[src/rtl/gates_2x1_mux_selftest.sv]
// Self-test sequencer for the 2x1-mux all-gates block: walks {a,b} through
// 00..11, lets each vector settle, then scores the seven gate outputs.
module gates_2x1_mux_selftest #(
  parameter int SETTLE_CYCLES = 2
) (
  input  logic       clk,
  input  logic       rst,
  input  logic       start,
  input  logic       y_and,
  input  logic       y_or,
  input  logic       y_not,
  input  logic       y_nand,
  input  logic       y_nor,
  input  logic       y_xor,
  input  logic       y_xnor,
  output logic       a,
  output logic       b,
  output logic       busy,
  output logic       done,
  output logic       pass,
  output logic [4:0] err_count,
  output logic [3:0] fail_vec,
  output logic [6:0] fail_gate
);

  typedef enum logic [1:0] {IDLE, SETTLE, CHECK, DONE} state_t;

  localparam logic [3:0] CNT_LAST = 4'(SETTLE_CYCLES - 1);

  state_t     state_q, state_d;
  logic [1:0] vec_q, vec_d;
  logic [3:0] cnt_q, cnt_d;
  logic       a_q, a_d, b_q, b_d;
  logic       busy_q, busy_d, done_q, done_d, pass_q, pass_d;
  logic [4:0] err_q, err_d;
  logic [3:0] fvec_q, fvec_d;
  logic [6:0] fgate_q, fgate_d;

  logic [6:0] y_obs, y_exp, mism;
  logic [2:0] pop;
  logic [1:0] vec_nxt;

  assign y_obs = {y_xnor, y_xor, y_nor, y_nand, y_not, y_or, y_and};
  assign y_exp = {~(a_q ^ b_q), a_q ^ b_q, ~(a_q | b_q), ~(a_q & b_q),
                  ~a_q, a_q | b_q, a_q & b_q};
  assign mism    = y_obs ^ y_exp;
  assign vec_nxt = vec_q + 2'd1;

  always_comb begin
    pop = '0;
    for (int i = 0; i < 7; i++) pop = pop + 3'(mism[i]);
  end

  always_comb begin
    state_d = state_q;
    vec_d   = vec_q;
    cnt_d   = cnt_q;
    a_d     = a_q;
    b_d     = b_q;
    busy_d  = busy_q;
    done_d  = 1'b0;
    pass_d  = pass_q;
    err_d   = err_q;
    fvec_d  = fvec_q;
    fgate_d = fgate_q;
    case (state_q)
      IDLE: if (start) begin
        state_d = SETTLE;
        vec_d   = '0;
        cnt_d   = '0;
        a_d     = 1'b0;
        b_d     = 1'b0;
        busy_d  = 1'b1;
        pass_d  = 1'b0;
        err_d   = '0;
        fvec_d  = '0;
        fgate_d = '0;
      end
      SETTLE: begin
        if (cnt_q == CNT_LAST) state_d = CHECK;
        else                   cnt_d   = cnt_q + 4'd1;
      end
      CHECK: begin
        // 4 vectors x 7 gates = 28 max, so 5 bits never wrap
        err_d         = err_q + 5'(pop);
        fgate_d       = fgate_q | mism;
        fvec_d[vec_q] = |mism;
        if (vec_q == 2'd3) begin
          state_d = DONE;
          busy_d  = 1'b0;
          done_d  = 1'b1;
          pass_d  = (err_d == '0);
        end else begin
          state_d = SETTLE;
          vec_d   = vec_nxt;
          a_d     = vec_nxt[1];
          b_d     = vec_nxt[0];
          cnt_d   = '0;
        end
      end
      DONE:    state_d = IDLE;
      default: state_d = IDLE;
    endcase
  end

  always_ff @(posedge clk) begin
    if (rst) begin
      state_q <= IDLE;
      vec_q   <= '0;
      cnt_q   <= '0;
      a_q     <= 1'b0;
      b_q     <= 1'b0;
      busy_q  <= 1'b0;
      done_q  <= 1'b0;
      pass_q  <= 1'b0;
      err_q   <= '0;
      fvec_q  <= '0;
      fgate_q <= '0;
    end else begin
      state_q <= state_d;
      vec_q   <= vec_d;
      cnt_q   <= cnt_d;
      a_q     <= a_d;
      b_q     <= b_d;
      busy_q  <= busy_d;
      done_q  <= done_d;
      pass_q  <= pass_d;
      err_q   <= err_d;
      fvec_q  <= fvec_d;
      fgate_q <= fgate_d;
    end
  end

  assign a         = a_q;
  assign b         = b_q;
  assign busy      = busy_q;
  assign done      = done_q;
  assign pass      = pass_q;
  assign err_count = err_q;
  assign fail_vec  = fvec_q;
  assign fail_gate = fgate_q;

endmodule

[config.mk]
export PLATFORM = sky130hd
export DESIGN_NAME = gates_2x1_mux_selftest
export DESIGN_NICKNAME = d
export VERILOG_FILES = /design/src/rtl/gates_2x1_mux_selftest.sv
export SDC_FILE = /design/constraint.sdc
export NUM_CORES = 1
export LEC_CHECK = 0
export CORE_UTILIZATION = 45
export DETAILED_ROUTE_END_ITERATION = 16
export HOLD_SLACK_MARGIN = 0.03
export PLACE_DENSITY = 0.73
export SETUP_SLACK_MARGIN = 0.15
export SYNTH_ARGS = -nofsm -noshare
export SYNTH_HDL_FRONTEND = slang
export SYNTH_SLANG_ARGS = --single-unit
[constraint.sdc]
create_clock -name clk -period 4.1 [get_ports clk]
set_input_delay 0.82 -clock clk [delete_from_list [all_inputs] [get_ports clk]]
set_output_delay 0.82 -clock clk [all_outputs]
set_load 0.005 [all_outputs]
# Word level (Yosys, flattened, before mapping)
# Cells that the tools add are included.
# word_totals
reg_bits	29
input_bits	10
out_inout_bits	21
word_cells	84
# op_classes
n_addsub	9
n_lt_le_gt_ge	2
n_eq_ne	10
n_mux	30
bitwise	10
reduce_logical	12
# op_table
cell	n
case mux 7 bit (2 select lines)	1
adder 3 x 1 -> 3 bit	4
2-to-1 mux 4 bit	3
case mux 4 bit (3 select lines)	1
2-to-1 mux 2 bit	5
inequality test 2 bit (second input constant)	5
case mux 5 bit (2 select lines)	1
2-to-1 mux 1 bit	8
case mux 1 bit (2 select lines)	4
case mux 2 bit (4 select lines)	1
case mux 4 bit (2 select lines)	1
2-to-1 mux 7 bit	1
OR 7 bit	1
OR reduction 7 bit	1
XOR 7 bit	1
== test 2 bit (second input constant)	3
AND reduction 3 bit	2
adder 5 x 3 -> 5 bit	1
zero test 5 bit	1
2-to-1 mux 5 bit	1
NOT 1 bit	5
adder 4 x 1 -> 4 bit (second input constant)	1
bitwise mux 4 bit	1
== test 4 x 1 -> 1 bit (second input constant)	1
18 further kinds	19

# Logic depth before layout (Yosys ltp)
# depth
word_depth	13
depth_mapped	16
mapped_depth_nobuf	15

# Worst setup path before layout
# Ideal clock, no wire load.
# synth_timing
path_type	reg2reg
from	register vec_q[1]
to	register pass_q, in the netlist pass
setup_ns	0.069
arrival_time_ns	4.426
t_required_ns	4.031
setup_slack_ns	-0.395
stages_incl_launch_ff	16
path_buffers	1
period_less_slack_ns	4.495
path_cell_list	dfxtp_1 > ha_1 > clkbuf_1 > xor2_1 > fa_1 > fa_1 > inv_1 > fa_1 > inv_1 > ha_1 > inv_1 > fa_1 > inv_1 > or4b_1 > or4_1 > o21ai_1
# synth_between
elab_chain_len	3
# synth_lines
item	line_no	rtl
from (decl)	31	logic [1:0] vec_q, vec_d;
from (signal assigned)	121	vec_q <= vec_d;
== test 2 bit	88	if (vec_q == 2'd3) begin
inequality test 2 bit (no source line)	-	
AND reduction 3 bit (no source line)	-	
to (signal assigned)	127	pass_q <= pass_d;
to (decl)	34	logic busy_q, busy_d, done_q, done_d, pass_q, pass_d;
# No other way between the ends.
# A chain may end at the register's enable or synchronous reset.

# Worst setup path in the final report
# layout_timing
from	input y_and
to	register pass_q, in the netlist pass
# layout_between
elab_chain_len	11
# layout_lines
item	line_no	rtl
from (decl)	9	input logic y_and,
XOR 7 bit	46	assign mism = y_obs ^ y_exp;
adder 1 x 1 -> 2 bit	51	for (int i = 0; i < 7; i++) pop = pop + 3'(mism[i]);
adder 2 x 1 -> 3 bit	51	
adder 3 x 1 -> 3 bit (4 in series)	51	
adder 5 x 3 -> 5 bit	85	err_d = err_q + 5'(pop);
zero test 5 bit	92	pass_d = (err_d == '0);
2-to-1 mux 1 bit	88	
case mux 1 bit (2 select lines)	66	case (state_q)
# No other way between the ends. The select of a mux whose other input is x is not followed.

==> results.sh <==
export IMPL_hold_path_class="flip-flop to flip-flop"
export IMPL_swShare_pct=29.22
export IMPL_drive_above_1_share_pct=16.75
export IMPL_pwr_share_comb_pct=28.8
export IMPL_synth_edf_count=0
export IMPL_clock_skew_ns=0.005823
export IMPL_antenna_found_initial=0
export IMPL_first_global_vias=1281
export IMPL_dpl_instance_area_um2=1933
export IMPL_cts_tree="done"
export IMPL_clkLatencyLatePin_ns=0.33
export IMPL_worstPathArrival_ns=4.41
export IMPL_grt_pass1_wl_mm=5.768
export IMPL_status="finished with violations"
export IMPL_rsz0062_at_grt="yes"
export IMPL_hold_path_startpoint="fail_gate[6]$_SDFFE_PP0P_"
export IMPL_period_share_pct=100.9
export IMPL_path_cells="buf_6, xor2_4, fa_1, fa_1, inv_2, fa_1, inv_1, ha_2, inv_2, fa_1, inv_1, or4b_1, or4_1, o21ai_1"
export IMPL_synth_compound_area_share_pct=15.53
export IMPL_vdd_drop_max_mv=0.1703
export IMPL_holdBufCountCts=0
export IMPL_ys_ff_latch=27
export IMPL_power_leakage_uw=0.0008058
export IMPL_die_w_um=59.23
export IMPL_cts_root_buf="clkbuf_4"
export IMPL_r2r_cells=14
export IMPL_worstMarginPinSlew_ns=0.6307
export IMPL_required_ns=4.38
export IMPL_yosysUniqueCellTypes=32
export IMPL_violations="negative setup slack"
export IMPL_fin_nets=237
export IMPL_synth_warnings=0
export IMPL_cp_top_family="adder cells"
export IMPL_synth_commonest_cells="27 x dfxtp_1, 21 x nor2_1, 14 x a21oi_1, 13 x ha_1, 12 x a22oi_1"
export IMPL_r2r_slack_ns=0.03
export IMPL_crit_path_max_incr_delay_ns=0.51
export IMPL_startpoint_type="primary input"
export IMPL_fin_setup_tns_ns=-0.03865
export IMPL_post_route_cell_area_um2=2021
export IMPL_ys_dominant_reg_cell="dfxtp_1"
export IMPL_timing_slew_headroom_pct=57.87
export IMPL_gp_congestion=0.7945
export IMPL_hold_slack_ns=0.4754
export IMPL_track_usage_pct=22.03
export IMPL_h_tree_depth=1
export IMPL_antenna_left=0
export IMPL_die_height_um=59.23
export IMPL_num_rows=20
export IMPL_internal_power_uw=392.3
export IMPL_cts_buffers=3
export IMPL_io_buffers=30
export IMPL_cts_buffer_depth=2
export IMPL_finalCriticalPeriod_ns=4.139
export IMPL_clk_pin_slew_ns=0.15
export IMPL_drv_slew=0
export IMPL_clock_sinks=27
export IMPL_crit_reg2reg_launch="vec_q[0]$_SDFFE_PP0P_"
export IMPL_powerDensity_nw_per_um2=274.3
export IMPL_path_buf_inv=5
export IMPL_synth_simple_area_share_pct=17.49
export IMPL_viasPerCell=5.130
export IMPL_route_detailed_drc=0
export IMPL_cpMostUsedCell="fa_1"
export IMPL_cp_slowest_cell="fa_1"
export IMPL_yosysMostFrequentCell="dfxtp_1"
export IMPL_hold_depth=2
export IMPL_start_util_pct=47.89
export IMPL_synthAdderAreaFrac_pct=16.47
export IMPL_synth_top_family_by_area="simple AND/OR/NAND/NOR gates"
export IMPL_boundaryPins=31
export IMPL_synth_area_um2=1474
export IMPL_ys_async_sr_fraction_pct=0
export IMPL_area_growth_pct=37.10
export IMPL_num_vias=1298
export IMPL_synthTopCellsByArea="dfxtp_1 37%, ha_1 11%, a22oi_1 6.1%"
export IMPL_timing_final_ws_setup_ns=-0.03865
export IMPL_clkPwrFrac_pct=21.4
export IMPL_die_area_um2=3508
export IMPL_drt_first_pass_iters=4
export IMPL_synth_top_cell_area_share_pct=36.67
export IMPL_pre_cts_slack_ns=-0.8483
export IMPL_grt_max_degree=27
export IMPL_overflow=0
export IMPL_endpoint_kind="flip-flop"
export IMPL_yosysTopAreaCell="dfxtp_1"
export IMPL_post_dp_hpwl_mm=2.582
export IMPL_finalSetupViolCount=1
export IMPL_wl_per_cell_um=13.67
export IMPL_core_um2=3078
export IMPL_power_frac_seq_pct=49.8
export IMPL_hold_viol_final=0
export IMPL_synthXorXnorAreaFrac_pct=7.725
export IMPL_ys_seq_area_share_pct=36.67
export IMPL_hold_end="fail_gate[6]$_SDFFE_PP0P_"
export IMPL_drt_iter0_markers=18
export IMPL_fin_util_pct=65.65
export IMPL_syn_inst=166
export IMPL_synthMuxAreaShare_pct=0.7640
export IMPL_switching_power_uw=162.0
export IMPL_max_cap_violations=0
export IMPL_fmax_mhz=241.6
export IMPL_critPathMaxFanout=2
export IMPL_syn_num_nets=193
export IMPL_syn_area_per_cell_um2=8.879
export IMPL_routed_wirelength_mm=3.459
export IMPL_antenna_cells=0
export IMPL_crit_type="primary input to flip-flop"
export IMPL_r2r_end="pass$_SDFFE_PP0P_"
-- cells in the final DEF (no fill, tap or decap), drive strengths merged, types with 6 or more instances in the layout --
master | netlist | routed
a21oi | 14 | 14
a22oi | 12 | 12
buf | 2 | 20
clkdlybuf4s50 | 0 | 28
dfxtp | 27 | 27
ha | 13 | 13
inv | 11 | 11
nand2 | 7 | 7
nand3 | 6 | 6
nor2 | 21 | 21
o21ai | 6 | 6
xor2 | 8 | 8
-- cell type report --
type	instances	area, µm²
Inverter	11	41.29
Clock buffer	3	22.52
Fill cell	255	1057
Multi-Input combinational cell	119	917.1
Clock inverter	1	5.005
Tap cell	44	55.05
Timing Repair Buffer	48	437.9
Sequential cell	27	541.8
-- metrics by stage --
stage / instances / power [µW]
after floorplan: 166 / 358.7
after global placement: 246 / 416.4
after detailed placement: 246 / 421.1
after CTS: 252 / 549.3
after global routing: 253 / 581.4
final: 253 / 554.3
-- state kept, by name (all words and copies together), names as in the netlist --
signal,count
fail_gate,7
err_count,5
cnt_q,4
fail_vec,4
state_q,2
vec_q,2
busy,1
done,1
pass,1
-- what timing repair did --
action	CTS	global route
buffers inserted	2	1
endpoints found under the setup margin	3	1
pin swaps	7	6
resized for setup	12	6
-- power groups by stage --
stage	clock, µW	combinational (µW)	sequential (µW)
floorplan	0	80.8	278
global placement	0	136	281
CTS	121	153	276
detailed placement	0	140	281
finish	119	160	276
global route	128	177	277
-- worst max path at each step --
| stage | startpoint | endpoint | depth (start not counted) |
|---|---|---|---|
| 2_1_floorplan | y_and | pass$_SDFFE_PP0P_ | 13 |
| 3_3_place_gp | y_and | pass$_SDFFE_PP0P_ | 14 |
| 3_5_place_dp | y_and | pass$_SDFFE_PP0P_ | 14 |
| 4_1_cts | y_not | pass$_SDFFE_PP0P_ | 14 |
| 5_1_grt | y_and | pass$_SDFFE_PP0P_ | 14 |
| 6_report | y_and | pass$_SDFFE_PP0P_ | 14 |
-- logic make-up (layout without fill, tap and decap cells) --
logic type               Yosys count  count (layout)
AO/OA/AOI/OAI                     37              37
XOR/XNOR                          13              13
adder cells (fa/ha/maj)           17              17
buffers and inverters             20              63
flip-flops                        27              27
multiplexers                       1               1
AND/OR/NAND/NOR                   51              51
-- metal layers --
metal / track usage (%) / up-vias / share of wire, %
met5: 0 / - / 0
met4: 8.503 / 0 / 1.6
met3: 4.148 / 7 / 3.9
met2: 36.92 / 36 / 46
met1: 27.92 / 607 / 48
li1: - / 648 / -
-- worst min-delay path: cells and delay by family (launching register included) --
family,cells,cell delay (ns)
AO/OA/AOI/OAI,1,0.05
flip-flops,1,0.34
AND/OR/NAND/NOR,1,0.05
Power figures use the tool's default switching activity.
